$ cat config.mk
export PLATFORM = sky130hd
export DESIGN_NAME = lag_bcd_encoder
export DESIGN_NICKNAME = d
export VERILOG_FILES = /design/src/rtl/lag_bcd_encoder_pkg.sv /design/src/rtl/lag_bcd_encoder_bin2bcd_serial.sv /design/src/rtl/lag_bcd_encoder.sv
export SDC_FILE = /design/constraint.sdc
export NUM_CORES = 1
export LEC_CHECK = 0
export ABC_AREA = 1
export CAP_MARGIN = 20
export CORE_ASPECT_RATIO = 0.8
export CORE_MARGIN = 4
export CORE_UTILIZATION = 40
export DETAILED_ROUTE_END_ITERATION = 8
export SLEW_MARGIN = 20
export SYNTH_ARGS = -nofsm -noshare
export SYNTH_HDL_FRONTEND = slang
export SYNTH_SLANG_ARGS = --single-unit
$ cat constraint.sdc
create_clock -name clock -period 12.1 [get_ports clock]
set_input_delay 3.025 -clock clock [delete_from_list [all_inputs] [get_ports clock]]
set_output_delay 3.025 -clock clock [all_outputs]
set_load 0.005 [all_outputs]
$ cat src/rtl/lag_bcd_encoder_pkg.sv
// -----------------------------------------------------------------------------
// lag_bcd_encoder_pkg
// Shared types and constants for the lag statistics BCD encoder.
//   - LAG_BIN_W      : default width of each binary lag input
//   - MAX_BCDCOUNT   : 5-digit "blank" sentinel understood by the text renderer
//   - MAX_BLANK      : value the renderer treats as a blank max field
//   - BLANK_BUS      : bcdcount with every field blank (reset value)
//   - lag_fsm_state_t: control FSM states
//   - bcd_adjust()   : double-dabble "add 3 to every nibble >= 5" step
// -----------------------------------------------------------------------------
package lag_bcd_encoder_pkg;

    localparam int          LAG_BIN_W    = 17;
    localparam logic [19:0] MAX_BCDCOUNT = 20'h99999;
    localparam logic [19:0] MAX_BLANK    = 20'h00000;

    // Field order on the bus is {avg, max, min, lag}.
    localparam logic [79:0] BLANK_BUS = {MAX_BCDCOUNT, MAX_BLANK, MAX_BCDCOUNT, MAX_BCDCOUNT};

    typedef enum logic [2:0] {
        IDLE,
        LOAD,
        SHIFT,
        STORE,
        PEND
    } lag_fsm_state_t;

    function automatic logic [19:0] bcd_adjust(input logic [19:0] bcd);
        logic [19:0] res;
        res = bcd;
        for (int d = 0; d < 5; d++) begin
            if (bcd[d*4 +: 4] >= 4'd5) begin
                res[d*4 +: 4] = bcd[d*4 +: 4] + 4'd3;
            end
        end
        return res;
    endfunction

endpackage

$ cat src/rtl/lag_bcd_encoder_bin2bcd_serial.sv
// -----------------------------------------------------------------------------
// lag_bcd_encoder_bin2bcd_serial
// Serial double-dabble converter: one shift per step, BIN_W steps per value.
// Ports:
//   clock, reset : clock and asynchronous active-high reset
//   load         : capture bin, clear the BCD accumulator, arm the step counter
//   step         : perform one adjust-and-shift step
//   bin          : binary value to convert (must already be <= 99999)
//   done         : high during the final step of a conversion
//   bcd          : 5-digit packed BCD result, valid once the last step is taken
// -----------------------------------------------------------------------------
module lag_bcd_encoder_bin2bcd_serial
    import lag_bcd_encoder_pkg::*;
#(
    parameter int BIN_W = LAG_BIN_W
) (
    input  logic             clock,
    input  logic             reset,
    input  logic             load,
    input  logic             step,
    input  logic [BIN_W-1:0] bin,
    output logic             done,
    output logic [19:0]      bcd
);

    localparam int CNT_W = $clog2(BIN_W + 1);

    logic [BIN_W-1:0] bin_sr;
    logic [CNT_W-1:0] cnt;

    always_ff @(posedge clock or posedge reset) begin
        if (reset) begin
            bin_sr <= '0;
            cnt    <= '0;
            bcd    <= '0;
        end else if (load) begin
            bin_sr <= bin;
            cnt    <= CNT_W'(BIN_W);
            bcd    <= '0;
        end else if (step && (cnt != '0)) begin
            // Adjusted BCD shifted left with the next binary MSB entering at bit 0;
            // the value is clamped upstream so nothing is lost off the top.
            bcd    <= 20'({bcd_adjust(bcd), bin_sr[BIN_W-1]});
            bin_sr <= bin_sr << 1;
            cnt    <= cnt - CNT_W'(1);
        end
    end

    assign done = step && (cnt == CNT_W'(1));

endmodule

$ cat src/rtl/lag_bcd_encoder.sv
// -----------------------------------------------------------------------------
// lag_bcd_encoder
// Converts four binary lag statistics to packed BCD with one shared serial
// converter and publishes all four fields together on a frame-sync strobe.
// Ports:
//   clock, reset  : pixel clock and asynchronous active-high reset
//   start         : 1-cycle pulse; samples inputs and starts a conversion (IDLE only)
//   lag_bin       : current lag        min_bin : minimum lag
//   max_bin       : maximum lag        avg_bin : average lag
//   valid_mask    : [0]=lag [1]=min [2]=max [3]=avg, 0 = value not available
//   frame_sync    : 1-cycle pulse per frame; publishes a pending result
//   busy          : high from the cycle after an accepted start until the
//                   last field is written to the shadow register
//   bcdcount      : {avg, max, min, lag}, 5 BCD digits each
// -----------------------------------------------------------------------------
module lag_bcd_encoder
    import lag_bcd_encoder_pkg::*;
#(
    parameter int BIN_W     = LAG_BIN_W,
    parameter int CLAMP_VAL = 99998
) (
    input  logic             clock,
    input  logic             reset,
    input  logic             start,
    input  logic [BIN_W-1:0] lag_bin,
    input  logic [BIN_W-1:0] min_bin,
    input  logic [BIN_W-1:0] max_bin,
    input  logic [BIN_W-1:0] avg_bin,
    input  logic [3:0]       valid_mask,
    input  logic             frame_sync,
    output logic             busy,
    output logic [79:0]      bcdcount
);

    lag_fsm_state_t   state;
    logic [1:0]       idx;
    logic             pending;
    logic [3:0][19:0] shadow;

    logic [BIN_W-1:0] cap_bin [4];
    logic [3:0]       cap_mask;

    logic             accept;
    logic             cur_valid;
    logic [BIN_W-1:0] cur_bin;
    logic [BIN_W-1:0] load_val;
    logic [19:0]      store_val;
    logic             eng_load;
    logic             eng_step;
    logic             eng_done;
    logic [19:0]      eng_bcd;

    assign accept = start && (state == IDLE);

    // NOTE: pure data capture registers carry no reset; they are only read
    // after an accepted start has loaded them, so resetting them buys nothing.
    always_ff @(posedge clock) begin
        if (accept) begin
            cap_bin[0] <= lag_bin;
            cap_bin[1] <= min_bin;
            cap_bin[2] <= max_bin;
            cap_bin[3] <= avg_bin;
            cap_mask   <= valid_mask;
        end
    end

    // NOTE: every output of a combinational block gets a default first so
    // that no path leaves it unassigned and infers a latch.
    always_comb begin
        cur_valid = cap_mask[idx];
        cur_bin   = cap_bin[idx];
        load_val  = cur_bin;
        if (cur_bin > BIN_W'(CLAMP_VAL)) begin
            load_val = BIN_W'(CLAMP_VAL);
        end
        store_val = eng_bcd;
        if (!cur_valid) begin
            // The renderer blanks max on zero, every other field on the sentinel.
            store_val = (idx == 2'd2) ? MAX_BLANK : MAX_BCDCOUNT;
        end
    end

    assign eng_load = (state == LOAD) && cur_valid;
    assign eng_step = (state == SHIFT);

    lag_bcd_encoder_bin2bcd_serial #(
        .BIN_W (BIN_W)
    ) u_bin2bcd (
        .clock (clock),
        .reset (reset),
        .load  (eng_load),
        .step  (eng_step),
        .bin   (load_val),
        .done  (eng_done),
        .bcd   (eng_bcd)
    );

    // NOTE: sequential state uses non-blocking assignments only, so every
    // register samples the pre-edge values of all the others.
    always_ff @(posedge clock or posedge reset) begin
        if (reset) begin
            state    <= IDLE;
            idx      <= 2'd0;
            busy     <= 1'b0;
            pending  <= 1'b0;
            shadow   <= '0;
            bcdcount <= BLANK_BUS;
        end else begin
            case (state)
                IDLE: begin
                    if (start) begin
                        state   <= LOAD;
                        idx     <= 2'd0;
                        busy    <= 1'b1;
                        // The shadow is about to be rewritten field by field;
                        // publishing it before the new result is complete
                        // would tear the bus.
                        pending <= 1'b0;
                    end
                end
                LOAD: begin
                    state <= cur_valid ? SHIFT : STORE;
                end
                SHIFT: begin
                    if (eng_done) begin
                        state <= STORE;
                    end
                end
                STORE: begin
                    shadow[idx] <= store_val;
                    idx         <= idx + 2'd1;
                    if (idx == 2'd3) begin
                        state <= PEND;
                        busy  <= 1'b0;
                    end else begin
                        state <= LOAD;
                    end
                end
                PEND: begin
                    pending <= 1'b1;
                    state   <= IDLE;
                end
                default: begin
                    state <= IDLE;
                end
            endcase

            // pending is never set while in PEND, so this cannot collide with
            // the PEND branch above.
            if (frame_sync && pending) begin
                bcdcount <= shadow;
                pending  <= 1'b0;
            end
        end
    end

endmodule

==> metrics.txt, run 1 <==
Post-Layout Cell Count about 1,700; first-pass GRT wire length about 43,000 um; clk sinks approximately 280; post-layout util 0.508; share of layout cells above drive strength 1 0.0740; Die ar. ~32,000 um2; WHS between 0.4 and 0.5 ns; initial antenna violation count 0; IO Count approximately 160; Synth Instances ~1,200; final setup TNS 0 ns; Critical Path RT between 10 and 15 ns; Slew Limit Fails 0; nets approximately 1,400; Ant. Diodes 0; Post-Synth Simple-Gate Area 0.171; RSZ-0062 raised after global routing false; fmax roughly 220 MHz; worst hold stages 2; Final Skew ~0.021 ns; maximum root-to-sink buffer count 3; XOR/XNOR Fraction of Synth Area 0.00606; Worst setup SP type primary input; multiplexer share of the synthesized area 0; Initial Util 0.408; setup ws final 7.46 ns; Worst R2R Path Depth 8; WL final 26,300 um; Final period util 0.383; vias in the first global route around 8,000; design area roughly 14,000 um2; Slew HR 0.308; Synth Cell Area ~12,000 um2; # port buffers 156; Row Count 55; largest family of logic cells by synthesized area simple AND/OR/NAND/NOR gates; Filler cells 2,656; status complete, no violations; Slew @ Worst Pin between 1 and 1.5 ns; Adder-Cell Fraction of Synth Area 0.0184; leakage 6.38 nW; via/cell ratio roughly 4.8; largest net degree at the start of global routing roughly 130; synth warn 0; PD cells between 200 and 300 nW/um2; DR vias 8,184; crit path DAT around 5.2 ns; placed cells about 1,700; CTS Hold Bufs 0; Placer Congestion between 0.8 and 0.9; Compound-Gate Fraction of Synth Area 0.104; Avg Cell Area, Syn approximately 9.7 um2; Setup WS pre-CTS roughly 6.8 ns; Design Power roughly 3.7 mW; Setup Crit Path Kind in2async; clk slew on worst S/H paths around 0.06 ns; max-cap violations 0; drt pass-1 iters 5; Layout area overhead 24.8%; Final ANT Viol Nets 0; area of the multi-input gates approximately 3500 um2; Setup Buffers After CTS 0; Mapped Nets 1,285; CTS root buffer clkbuf_16; Critical Path End Type async pin; Yosys reg bits ~280; sequential share of the synthesized area 0.643; Min Clock Period, post-route approximately 4.6 ns; Register Area 7430 um2; Skew-Pair Late Insertion Delay 0.54 ns; Chip Height between 150 and 200 um; reg2reg start idx[1]; startpoint of the worst hold path shadow[2]; H-tree levels 1; CP Launch Point reset; worst vdd ir roughly 0.00013 V; GRT Overall Usage 0.164; Worst Hold Class reg2reg; cts repair resizes 0; crit-path max FO 132; WL/cell 15.3 um; CORE AREA approximately 28,000 um2; GRT overflow 0; chip width between 150 and 200 um; setup violators final 0; number of distinct library cells after synthesis 34; TritonCTS Buffers 29; CTS tree yes; endpoints failing hold 0; hpwl dp approximately 17,000 um; DRC Markers 0; Placed Instance Area around 13,000 um2; Iter 0 DRT Violations 611
registers in the layout, indices dropped and copies added, names as in the netlist, 2 cells and up:
| signal | count |
|---|---|
| state | 3 |
| shadow | 80 |
| u_bin2bcd.bcd | 20 |
| idx | 2 |
| u_bin2bcd.cnt | 5 |
| cap_mask | 4 |
| u_bin2bcd.bin_sr | 17 |
| cap_bin | 68 |
| bcdcount | 80 |
worst paths after layout:
| check | slack [ns] | end |
|---|---|---|
| setup reg to reg | 7.78 | u_bin2bcd.bin_sr[16] |
| hold / removal | 0.46 | bcdcount[2] |
| max in group clock | 7.46 | bcdcount[12] |
| hold reg to reg | 0.46 | bcdcount[2] |
| min in group asynchronous | 3.10 | bcdcount[65] |
| setup / recovery | 7.46 | u_bin2bcd.bin_sr[9] |
area by class of cell:
cell class / count / share of cell area
Timing Repair Buffer: 164 / 0.112
Clock inverter: 13 / 0.0152
Clock buffer: 41 / 0.0569
Sequential cell: 281 / 0.515
Tap cell: 370 / 0.0321
Multi-Input combinational cell: 750 / 0.241
Inverter: 102 / 0.0273
Yosys cell counts (all sizes together):
library cell  count  area share
and2              3      0.0016
ha               17       0.018
o21ai           166       0.072
inv             102       0.033
xor2              8      0.0061
edfxtp           72        0.19
buf              18       0.011
a211oi            2      0.0013
a22oi             2      0.0013
nand2           399        0.13
clkbuf           41       0.013
nor3              1     0.00043
nand3            46       0.021
o32ai             8      0.0061
nor2             54       0.018
a31oi             1     0.00054
o31ai             4      0.0026
a32o              2      0.0017
or2               1     0.00054
o22ai             1     0.00054
a221oi            1     0.00076
dfstp            30       0.068
a21oi            34       0.017
dfrtp           179        0.39
cell families after synthesis:
family,after synthesis
AO/OA/AOI/OAI,221
flip-flops,281
XOR/XNOR,8
AND/OR/NAND/NOR,504
buffers and inverters,161
adder cells (fa/ha/maj),17
cells in the final DEF, fill, tap and decap left out, types with 6 or more instances in the layout:
master,instances
clkdlybuf4s50_1,156
dfrtp_1,179
xor2_1,8
nor2_1,54
dfstp_2,30
clkbuf_1,7
inv_1,97
nand2_1,397
o32ai_1,8
buf_4,8
o21ai_1,6
ha_1,17
nand3_1,44
bufinv_16,6
a21oi_2,7
a21oi_1,27
edfxtp_1,72
o21ai_0,160
clkbuf_16,29
layer usage:
metal / vias to the layer above / routed length [um] / global-route usage
li1: 4135 / - / -
met1: 3807 / 12800 / 0.248
met2: 206 / 11600 / 0.252
met3: 36 / 1410 / 0.0283
met4: 0 / 484 / 0.0325
met5: - / 0 / 0
power by group:
part,leakage (nW),switching (mW),total (mW),internal [mW]
Combinational,2.54,0.731,1.20,0.468
Clock,0.506,0.356,0.955,0.599
Sequential,3.33,0.165,1.51,1.34
Total,6.38,1.25,3.66,2.41
critical path, stage by stage:
cell and delay (ns):
clkdlybuf4s50_1 0.49, inv_8 0.65, buf_4 0.89
(Power assumes the default switching activity.)
==> run 2: changes to the inputs <==
- clock period: 12.1 -> 4.3 ns (I/O delays scaled with it)
==> metrics.txt, run 2 (synthesis gave the netlist of run 1 again) <==
first-pass GRT wire length about 44,000 um; vias in the first global route between 8,000 and 9,000; largest registers bcdcount (80), shadow (80), cap_bin (68); Final ANT Viol Nets 0; Iter 0 DRT Violations 732; CTS Hold Bufs 0; GRT Overall Usage 0.168; Critical Path RT between 4 and 5 ns; Worst setup SP type flop; Min Clock Period, post-route 2.84 ns; # port buffers between 150 and 200; Final period util 0.661; chip width about 200 um; RSZ-0062 raised after global routing false; worst vdd ir 0.000418 V; clk slew on worst S/H paths approximately 0.06 ns; post-layout util 0.505; status complete, no violations; Slew HR 0.374; crit path DAT ~3.3 ns; setup violators final 0; Initial Util 0.408; clk sinks 281; leading cell types in the layout, fill and taps excluded nand2_1 (397), dfrtp_1 (179), o21ai_0 (160), clkdlybuf4s50_1 (156), inv_1 (97); CTS root buffer clkbuf_16; fmax approximately 350 MHz; WL/cell 15.4 um; final setup TNS 0 ns; CTS tree yes; max-cap violations 0; leakage about 6.3 nW; CP Cell Sequence inv_1 -> nand3_1 -> and2_1 -> nand2_1 -> buf_4 -> nand2_1 -> inv_1 -> a22oi_1 -> inv_1; GRT overflow 0; initial antenna violation count 0; DRC Markers 0; share of layout cells above drive strength 1 0.0694; DR vias 8,246; PD cells slightly below 700 nW/um2; drt pass-1 iters 5; Skew-Pair Late Insertion Delay 0.54 ns; Final Skew 0.0178 ns; H-tree levels 1; largest net degree at the start of global routing just under 80; Worst Hold Class reg2reg; WL final about 27,000 um; maximum root-to-sink buffer count 3; CORE AREA approximately 28,000 um2; endpoints failing hold 0; Setup Buffers After CTS 0; Die ar. 31,700 um2; IO Count ~160; Ant. Diodes 0; commonest non-fill, non-tap cell in the layout nand2_1; cell mode on critical path inv_1; hpwl dp 17,600 um; cts repair resizes 0; Setup Crit Path Kind reg2reg; Slew Limit Fails 0; Max stage delay on crit path approximately 0.78 ns; crit-path max FO 24; nets between 1,000 and 1,500; Placer Congestion 0.830; Slew @ Worst Pin ~0.94 ns; Chip Height approximately 160 um; CP max stage cell dfrtp_1; Layout area overhead 24.0%; Row Count 55; Filler cells 2,682; via/cell ratio between 4 and 5; Critical Path End Type flop; TritonCTS Buffers 29
run 2: cell types whose count changed in the layout (fill, tap and decap cells not counted), sizes merged:
cell    previous run  this run
inv              103       102
clkinv             5         7
bufinv             6         1
buf                8        12
clkbuf            41        44
run 2: critical path, delay by kind of cell (launching register included):
family	cells	cell delay (ns)
AND/OR/NAND/NOR	4	1.11
buffers and inverters	4	0.60
AO/OA/AOI/OAI	1	0.22
flip-flops	1	0.78
run 2: cell type report:
type                            count  area, um2  area share
Clock buffer                       44        802      0.0560
Clock inverter                      9       67.6     0.00472
Inverter                          102        389      0.0272
Multi-Input combinational cell    750       3470       0.242
Sequential cell                   281       7430       0.519
Tap cell                          370        463      0.0323
Timing Repair Buffer              168       1700       0.119
run 2: per-stage QoR:
stage	cells	power (mW)	setup WS (ns)	hold slack, ns	cell area (um2)
floorplan	1192	6.33	0.535	0.442	11600
global placement	1671	7.61	1.37	0.454	13500
detailed placement	1671	7.71	1.34	0.455	13500
CTS	1724	10.1	1.42	0.473	14300
global route	1724	10.7	1.10	0.496	14300
finish	1724	9.95	1.46	0.465	14300
run 2: path summary, 6_finish.rpt:
check,start,to,slack (ns),cells past startpoint
hold / removal,shadow[6],bcdcount[6],0.47,2
hold reg to reg,shadow[6],bcdcount[6],0.47,2
min in group asynchronous,reset,bcdcount[66],1.05,2
max in group asynchronous,reset,bcdcount[72],2.42,3
setup reg to reg,idx[1],u_bin2bcd.bin_sr[16],1.46,9
setup / recovery,idx[1],u_bin2bcd.bin_sr[16],1.46,9
run 2: where the power goes:
part | internal (mW) | leakage (nW) | switching (mW) | total [mW]
combinational | 1.34 | 2.57 | 2.04 | 3.38
clock | 1.34 | 0.421 | 0.978 | 2.31
sequential | 3.78 | 3.33 | 0.471 | 4.25
run 2: metal layers:
| metal | track usage | up-vias | part of all wire |
|---|---|---|---|
| li1 | - | 4149 | - |
| met1 | 0.259 | 3833 | 0.50 |
| met2 | 0.249 | 222 | 0.43 |
| met3 | 0.0278 | 42 | 0.053 |
| met4 | 0.0391 | 0 | 0.020 |
| met5 | 0 | - | 0 |
